**src/rtl/uart_report_if.sv**
```systemverilog
// Handshake and data bundle between a report requester and the uart_report_tx serializer.
// The master drives the request and digits; the slave returns the serial line and status.
interface uart_report_if;
    logic       send;
    logic [3:0] mode;
    logic [3:0] dig0;
    logic [3:0] dig1;
    logic [3:0] dig2;
    logic [3:0] dig3;
    logic       tx;
    logic       busy;
    logic       done;

    modport master (output send, mode, dig0, dig1, dig2, dig3, input tx, busy, done);
    modport slave  (input send, mode, dig0, dig1, dig2, dig3, output tx, busy, done);
endinterface

```
**src/rtl/uart_report_tx.sv**
```systemverilog
// Serializes a six-byte ASCII status report (mode char, four hex digits, CR) as 8N1 UART.
// Inputs are latched at acceptance; tx, busy and done all come straight from flops.
module uart_report_tx #(
    parameter int unsigned CLKS_PER_BIT = 434
) (
    input  logic         clk,
    input  logic         rst,
    uart_report_if.slave rif
);
    localparam int unsigned     CNT_W     = (CLKS_PER_BIT > 1) ? $clog2(CLKS_PER_BIT) : 1;
    localparam logic [CNT_W-1:0] BAUD_LAST = CNT_W'(CLKS_PER_BIT - 1);

    typedef enum logic [1:0] {IDLE = 2'd0, START = 2'd1, DATA = 2'd2, STOP = 2'd3} state_e;

    function automatic logic [7:0] mode_char(input logic [3:0] m);
        case (m)
            4'b0001: mode_char = 8'h21;
            4'b0010: mode_char = 8'h40;
            4'b0100: mode_char = 8'h23;
            4'b1000: mode_char = 8'h24;
            default: mode_char = 8'h3F;
        endcase
    endfunction

    // 'A' is 8'h41, so digits 10..15 map to 8'h37 + d.
    function automatic logic [7:0] hex_char(input logic [3:0] d);
        if (d < 4'd10) begin
            hex_char = 8'h30 + {4'h0, d};
        end else begin
            hex_char = 8'h37 + {4'h0, d};
        end
    endfunction

    state_e           state_q, state_d;
    logic [CNT_W-1:0] baud_q,  baud_d;
    logic [2:0]       bit_q,   bit_d;
    logic [2:0]       byte_q,  byte_d;
    logic [3:0]       mode_q,  mode_d;
    logic [15:0]      dig_q,   dig_d;
    logic             tx_q,    tx_d;
    logic             busy_q,  busy_d;
    logic             done_q,  done_d;
    logic [7:0]       cur_byte_s;
    logic [2:0]       next_bit_s;

    // Byte currently on the wire, selected from the latched snapshot.
    always_comb begin
        case (byte_q)
            3'd0:    cur_byte_s = mode_char(mode_q);
            3'd1:    cur_byte_s = hex_char(dig_q[15:12]);
            3'd2:    cur_byte_s = hex_char(dig_q[11:8]);
            3'd3:    cur_byte_s = hex_char(dig_q[7:4]);
            3'd4:    cur_byte_s = hex_char(dig_q[3:0]);
            default: cur_byte_s = 8'h0D;
        endcase
    end

    // Next-state logic; tx_d is the level tx must show in the cycle after the edge.
    always_comb begin
        state_d    = state_q;
        baud_d     = baud_q;
        bit_d      = bit_q;
        byte_d     = byte_q;
        mode_d     = mode_q;
        dig_d      = dig_q;
        tx_d       = tx_q;
        busy_d     = busy_q;
        done_d     = 1'b0;
        next_bit_s = bit_q + 3'd1;
        case (state_q)
            IDLE: begin
                if (rif.send) begin
                    state_d = START;
                    baud_d  = '0;
                    bit_d   = 3'd0;
                    byte_d  = 3'd0;
                    mode_d  = rif.mode;
                    dig_d   = {rif.dig3, rif.dig2, rif.dig1, rif.dig0};
                    tx_d    = 1'b0;
                    busy_d  = 1'b1;
                end else begin
                    tx_d   = 1'b1;
                    busy_d = 1'b0;
                end
            end
            START: begin
                if (baud_q == BAUD_LAST) begin
                    baud_d  = '0;
                    bit_d   = 3'd0;
                    state_d = DATA;
                    tx_d    = cur_byte_s[0];
                end else begin
                    baud_d = baud_q + CNT_W'(1);
                end
            end
            DATA: begin
                if (baud_q == BAUD_LAST) begin
                    baud_d = '0;
                    if (bit_q == 3'd7) begin
                        state_d = STOP;
                        tx_d    = 1'b1;
                    end else begin
                        bit_d = next_bit_s;
                        tx_d  = cur_byte_s[next_bit_s];
                    end
                end else begin
                    baud_d = baud_q + CNT_W'(1);
                end
            end
            STOP: begin
                if (baud_q == BAUD_LAST) begin
                    baud_d = '0;
                    if (byte_q == 3'd5) begin
                        state_d = IDLE;
                        busy_d  = 1'b0;
                        done_d  = 1'b1;
                        tx_d    = 1'b1;
                    end else begin
                        byte_d  = byte_q + 3'd1;
                        state_d = START;
                        tx_d    = 1'b0;
                    end
                end else begin
                    baud_d = baud_q + CNT_W'(1);
                end
            end
            default: begin
                state_d = IDLE;
                tx_d    = 1'b1;
                busy_d  = 1'b0;
            end
        endcase
    end

    // State and output registers; reset aborts any frame with the line idle.
    always_ff @(posedge clk or posedge rst) begin
        if (rst) begin
            state_q <= IDLE;
            baud_q  <= '0;
            bit_q   <= 3'd0;
            byte_q  <= 3'd0;
            mode_q  <= 4'd0;
            dig_q   <= 16'd0;
            tx_q    <= 1'b1;
            busy_q  <= 1'b0;
            done_q  <= 1'b0;
        end else begin
            state_q <= state_d;
            baud_q  <= baud_d;
            bit_q   <= bit_d;
            byte_q  <= byte_d;
            mode_q  <= mode_d;
            dig_q   <= dig_d;
            tx_q    <= tx_d;
            busy_q  <= busy_d;
            done_q  <= done_d;
        end
    end

    assign rif.tx   = tx_q;
    assign rif.busy = busy_q;
    assign rif.done = done_q;
endmodule

```
**src/flat_wrapper.sv**
```systemverilog
// flat-port wrapper written by rule: the top's interface ports become plain ports
module uart_report_tx_flat 
#(
    parameter int unsigned CLKS_PER_BIT = 434
)
  (clk, rst, rif_send, rif_mode, rif_dig0, rif_dig1, rif_dig2, rif_dig3, rif_tx, rif_busy, rif_done);
  uart_report_if rif_i ();
  input  logic clk;
  input  logic rst;
  input wire logic [$bits(rif_i.send)-1:0] rif_send;
  input wire logic [$bits(rif_i.mode)-1:0] rif_mode;
  input wire logic [$bits(rif_i.dig0)-1:0] rif_dig0;
  input wire logic [$bits(rif_i.dig1)-1:0] rif_dig1;
  input wire logic [$bits(rif_i.dig2)-1:0] rif_dig2;
  input wire logic [$bits(rif_i.dig3)-1:0] rif_dig3;
  output wire logic [$bits(rif_i.tx)-1:0] rif_tx;
  output wire logic [$bits(rif_i.busy)-1:0] rif_busy;
  output wire logic [$bits(rif_i.done)-1:0] rif_done;
  assign rif_i.send = rif_send;
  assign rif_i.mode = rif_mode;
  assign rif_i.dig0 = rif_dig0;
  assign rif_i.dig1 = rif_dig1;
  assign rif_i.dig2 = rif_dig2;
  assign rif_i.dig3 = rif_dig3;
  assign rif_tx = rif_i.tx;
  assign rif_busy = rif_i.busy;
  assign rif_done = rif_i.done;
  uart_report_tx #(.CLKS_PER_BIT(CLKS_PER_BIT)) u_core (.clk(clk), .rst(rst), .rif(rif_i));
endmodule
```
**config.mk**
```make
export PLATFORM = sky130hd
export DESIGN_NAME = uart_report_tx_flat
export DESIGN_NICKNAME = d
export VERILOG_FILES = /design/src/rtl/uart_report_if.sv /design/src/rtl/uart_report_tx.sv /design/src/flat_wrapper.sv
export SDC_FILE = /design/constraint.sdc
export NUM_CORES = 1
export LEC_CHECK = 0
export ABC_AREA = 0
export BUFFER_PORTS_ARGS = -buffer_cell sky130_fd_sc_hd__buf_2
export CORE_MARGIN = 3
export CORE_UTILIZATION = 40
export CTS_CLUSTER_SIZE = 8
export DETAILED_ROUTE_END_ITERATION = 16
export PLACE_DENSITY_LB_ADDON = 0.1
export SLEW_MARGIN = 30
export SYNTH_ARGS = -nofsm -noshare
export SYNTH_HDL_FRONTEND = slang
export SYNTH_SLANG_ARGS = --single-unit
```
**constraint.sdc**
```tcl
create_clock -name clk -period 5 [get_ports clk]
set_input_delay 1 -clock clk [delete_from_list [all_inputs] [get_ports clk]]
set_output_delay 1 -clock clk [all_outputs]
set_load 0.01 [all_outputs]
```
# Word-level counts from Yosys, hierarchy flattened
# Cells that the tools add are included.
[totals]
regBits = 40
input_bits = 23
output_inout_bits = 3
word_cells = 97
[classes]
n_addsub = 11
order_cmp = 5
eq_ne = 22
muxes = 39
reduce_logical = 11
[ops]
columns = ["op", "count"]
rows = [
  ["adder 6 x 4 -> 7 bit (first input constant)", 8],
  ["case mux 8 bit (5 select lines)", 1],
  ["two-way mux 8 bit", 4],
  ["case mux 7 bit (4 select lines)", 1],
  ["two-way mux 3 bit", 6],
  ["two-way mux 9 bit", 2],
  ["case mux 9 bit (2 select lines)", 1],
  ["< comparator 4 bit (second input constant)", 4],
  ["two-way mux 1 bit", 13],
  ["two-way mux 2 bit", 5],
  ["!= test 2 x 1 -> 1 bit (second input constant)", 5],
  ["AND reduction 5 bit", 2],
  ["adder 9 x 1 -> 9 bit (second input constant)", 1],
  ["== test 3 bit (second input constant)", 3],
  ["== test 9 bit (second input constant)", 1],
  ["case mux 3 bit (3 select lines)", 1],
  ["case mux 2 bit (4 select lines)", 1],
  ["adder 3 x 1 -> 3 bit (second input constant)", 2],
  ["== test 3 x 2 -> 1 bit (second input constant)", 2],
  ["!= test 2 bit (second input constant)", 3],
  ["case mux 3 bit (2 select lines)", 1],
  ["AND reduction 3 bit", 2],
  ["== test 2 bit (second input constant)", 2],
  ["== test 4 x 1 -> 1 bit (second input constant)", 1],
  ["other kinds (16)", 16],
]

# Depth between registers and ports, before layout
[depth]
ltp_word = 8
ltp_mapped = 10
ltp_nobuf = 9

# Worst setup path before layout
# No wires, ideal clock.
[synth_path]
path_type = "reg-to-reg"
from = "reg u_core.byte_q[2]"
to = "reg u_core.tx_q, in the netlist u_core.rif.tx"
setup_ns = 0.078
t_arrival_ns = 2.472
required_time_ns = 4.922
setup_slack_ns = 2.450
path_stages_with_launch = 11
n_path_buf = 1
synth_period_minus_slack_ns = 2.550
cell_sequence = "dfrtp_1 > buf_2 > inv_1 > ha_1 > nor2_1 > o21ai_1 > o211ai_1 > or3b_1 > a221o_1 > or4_1 > and3b_1"
[synth_via]
elab_chain_cells = 7
word_cells_on_any_way = 15
classes_between = "eq/ne: 5; mux: 9; reduce/logical: 1"
[synth_rtl]
columns = ["item", "line", "text"]
rows = [
  ["from (decl)", "uart_report_tx.sv:37", "logic [2:0] byte_q, byte_d;"],
  ["from (signal assigned)", "uart_report_tx.sv:151", "byte_q <= byte_d;"],
  ["== test 3 bit, or another cell as far along", "uart_report_tx.sv:48", "case (byte_q)"],
  ["case mux 8 bit (5 select lines)", "uart_report_tx.sv:48", ""],
  ["binary-select mux 1 bit (select 3 bit)", "uart_report_tx.sv:104", "tx_d = cur_byte_s[next_bit_s];"],
  ["two-way mux 1 bit (not written as such)", "uart_report_tx.sv:104", ""],
  ["two-way mux 1 bit", "uart_report_tx.sv:99", "if (bit_q == 3'd7) begin"],
  ["two-way mux 1 bit", "uart_report_tx.sv:97", "if (baud_q == BAUD_LAST) begin"],
  ["case mux 1 bit (4 select lines) *", "uart_report_tx.sv:70", "case (state_q)"],
  ["to (signal assigned)", "uart_report_tx.sv:154", "tx_q <= tx_d;"],
  ["to (decl)", "uart_report_tx.sv:40", "logic tx_q, tx_d;"],
]
# Mark *: on every way between the ends. The rest lies on a longest branch, timed or not. The select of a mux whose other input is x is not followed.
# A chain may end at the register's enable or synchronous reset.

# Final worst setup path
# Ends and elaborated chain as after synthesis.

==> metrics <==
Cell variety after synth 58; DP HPWL between 4000 and 5000 um; n_diodes 0; FF-to-FF path depth 9; worst slack, placed roughly 2.2 ns; max-cap viol count 0; Setup CP Type flip-flop to flip-flop; nets between 300 and 400; sequential cell area fraction in the yosys report 0.376; area leader, netlist dfrtp_1; RSZ-0062 raised after global routing no; Final Hold Violating Endpoints 0; Leak Pwr ~1.3 nW; Final GP Congestion about 0.95; Core ar. around 6400 sq um; PnR worst setup slack 2.22 ns; Via-to-Cell Ratio 5.58; Hold WC Path Type flip-flop to flip-flop; Resize count post-CTS 0; WHS a little over 0.5 ns; setup TNS 0 ns; worst-path fanout max 15; first-pass GRT wire length 10200 um; average wire per standard cell roughly 15 um; routed vias between 2k and 2.5k; drt first-iter violations between 150 and 200; largest net degree at the start of global routing 41; vias in the first global route about 2.1k; startpoint types flip-flop; # port buffers 25; CTS buffer count 5; area delta synth->final 12.3%; Avg Inst Size Synth 9.09 sq um; actual slew at the worst max-slew pin 0.868 ns; Die Height between 80 and 90 um; Tmin final approximately 2.8 ns; final wirelength ~5900 um; outcome finished, final reports clean; Max Transition Viols Final 0; fin crit share 0.556; Max VDD drop roughly 0.26 mV; ys async rst share 1.00; total gr overflow 0; Primary FF master, synth dfrtp_1; number of cells in the finished layout apart from fillers around 400; All-Layer GR Usage 0.166; Pre-antenna DRT Iters 4; clock-pin slew on the worst setup and hold paths 0.08 ns; post-synth design cell area between 2000 and 3000 sq um; Critical Path RT between 5 and 6 ns; share of cells above drive strength 1 0.197; slew margin rel. 0.420; Top Ports 26; CP Data Arrival Time ~3.0 ns; Setup Buffers After CTS 0; DIE AREA about 7700 sq um; Synth Warn # 0; DP Cell Count slightly below 400; htree depth 2; Post-synth EDFFs 0; Final setup viols 0; post-synth top area share 0.366; Seq cells post-synth 40; Hold Buf Count CTS 0; die width between 80 and 90 um; worst clock skew 0.00297 ns; placed instance area around 2900 sq um; post-synth net total about 330; clock root cell clkbuf_8; top post-synthesis cells by area dfrtp_1, ha_1, mux2_2, o21ai_0, nand2_1; Cell Rows 29; Power Density around 620 nW/um^2; Post-route DRC 0; CTS max path bufs 2; initial antenna violation count 0; Final Core Density 0.468; maximum clock rate about 360 MHz; CTS tree built; worst skew pair latency ~0.3 ns; Hold Crit Depth 1; total power between 1.5 and 2 mW; post-route cell area 2990 sq um; clk sinks 40; ANT nets after route 0; CP endpoint kind flip-flop; Syn Inst Count between 200 and 300; Initial Util 0.417
[synth_stat cells (2+ instances only)]
cell type,instances
o211ai_1,4
o21ai_1,4
nand2_1,26
clkbuf_1,4
nor2_1,20
mux2_2,20
or2_2,2
xnor2_1,4
ha_1,18
and4b_1,3
o22ai_1,2
a31oi_1,4
inv_1,20
nor2b_1,10
a221o_1,2
o21ai_0,32
nand4_1,2
nand4b_1,2
nand3_1,8
and3_1,3
a211oi_1,2
a21oi_1,11
a221oi_1,2
dfrtp_1,39
buf_2,2
o31ai_1,2
nand2b_1,5
a21boi_0,2
nor3_1,8
xor2_1,2
[report_power, final]
part	internal, mW	switching [mW]
sequential	0.452	0.165
clock	0.176	0.117
combinational	0.437	0.504
total	1.07	0.785
[placed cells by master (no fill, tap or decap), types with 4 or more instances in the layout]
| cell type | n |
|---|---|
| o211ai_1 | 4 |
| o21ai_1 | 4 |
| nor2_1 | 20 |
| o21ai_0 | 32 |
| nor3_1 | 8 |
| buf_2 | 25 |
| nand3_1 | 8 |
| mux2_2 | 20 |
| nor2b_1 | 10 |
| inv_1 | 20 |
| a21oi_1 | 11 |
| ha_1 | 18 |
| clkbuf_8 | 7 |
| nand2_1 | 26 |
| dfrtp_1 | 39 |
| xnor2_1 | 4 |
| nand2b_1 | 5 |
| a31oi_1 | 4 |
[logic make-up after synthesis]
| group | after synthesis | synth area share |
|---|---|---|
| adders and majority gates | 18 | 0.0845 |
| xor gates and xnor gates | 6 | 0.0197 |
| muxes | 21 | 0.0883 |
| DFF | 40 | 0.376 |
| AOI/OAI and AO/OA | 79 | 0.185 |
| buffers and inverters | 28 | 0.0418 |
| and+or+nand+nor | 101 | 0.204 |
[critical path, stage by stage (launching register included)]
cell      delay (ns)
dfrtp_1         0.54
inv_1           0.16
ha_1            0.30
nor2_1          0.08
o21ai_1         0.16
o211ai_1        0.13
or3b_1          0.40
a221o_1         0.31
or4_1           0.49
and3b_1         0.17
[routing by layer]
layer	part of all wire	vias to the layer above	GRT usage	wire length [um]
met3	0.045	8	0.0423	263
met4	0.0093	0	0.0363	55
met2	0.41	42	0.240	2420
met1	0.54	1052	0.249	3160
li1	-	1115	-	-
met5	0	-	0	0
[cell type report]
class,count,area (sq um)
fillers,638,3400
repair buffers,27,140
clock buffers,7,96.3
multi-input cells,225,1550
clock inverters,1,30.0
well taps,77,96.3
flip-flops and latches,40,1000
inverters,20,75.1
[sequential cells by signal, indices dropped and copies added, names as in the netlist]
signal           count
u_core.baud_q        9
u_core.mode_q        4
u_core.rif.done      1
u_core.rif.busy      1
u_core.byte_q        3
u_core.dig_q        16
u_core.rif.tx        1
u_core.state_q       2
u_core.bit_q         3
[final timing paths]
path,start,to,slack (ns)
max in group asynchronous,rst,u_core.rif.tx,3.82
worst min-delay path,u_core.dig_q[0],u_core.dig_q[0],0.51
worst max register to register,u_core.byte_q[2],u_core.rif.tx,2.22
worst max-delay path,u_core.byte_q[2],u_core.rif.tx,2.22
worst min register to register,u_core.dig_q[0],u_core.dig_q[0],0.51
min in group asynchronous,rst,u_core.dig_q[13],0.81
Power figures use the tool's default switching activity.
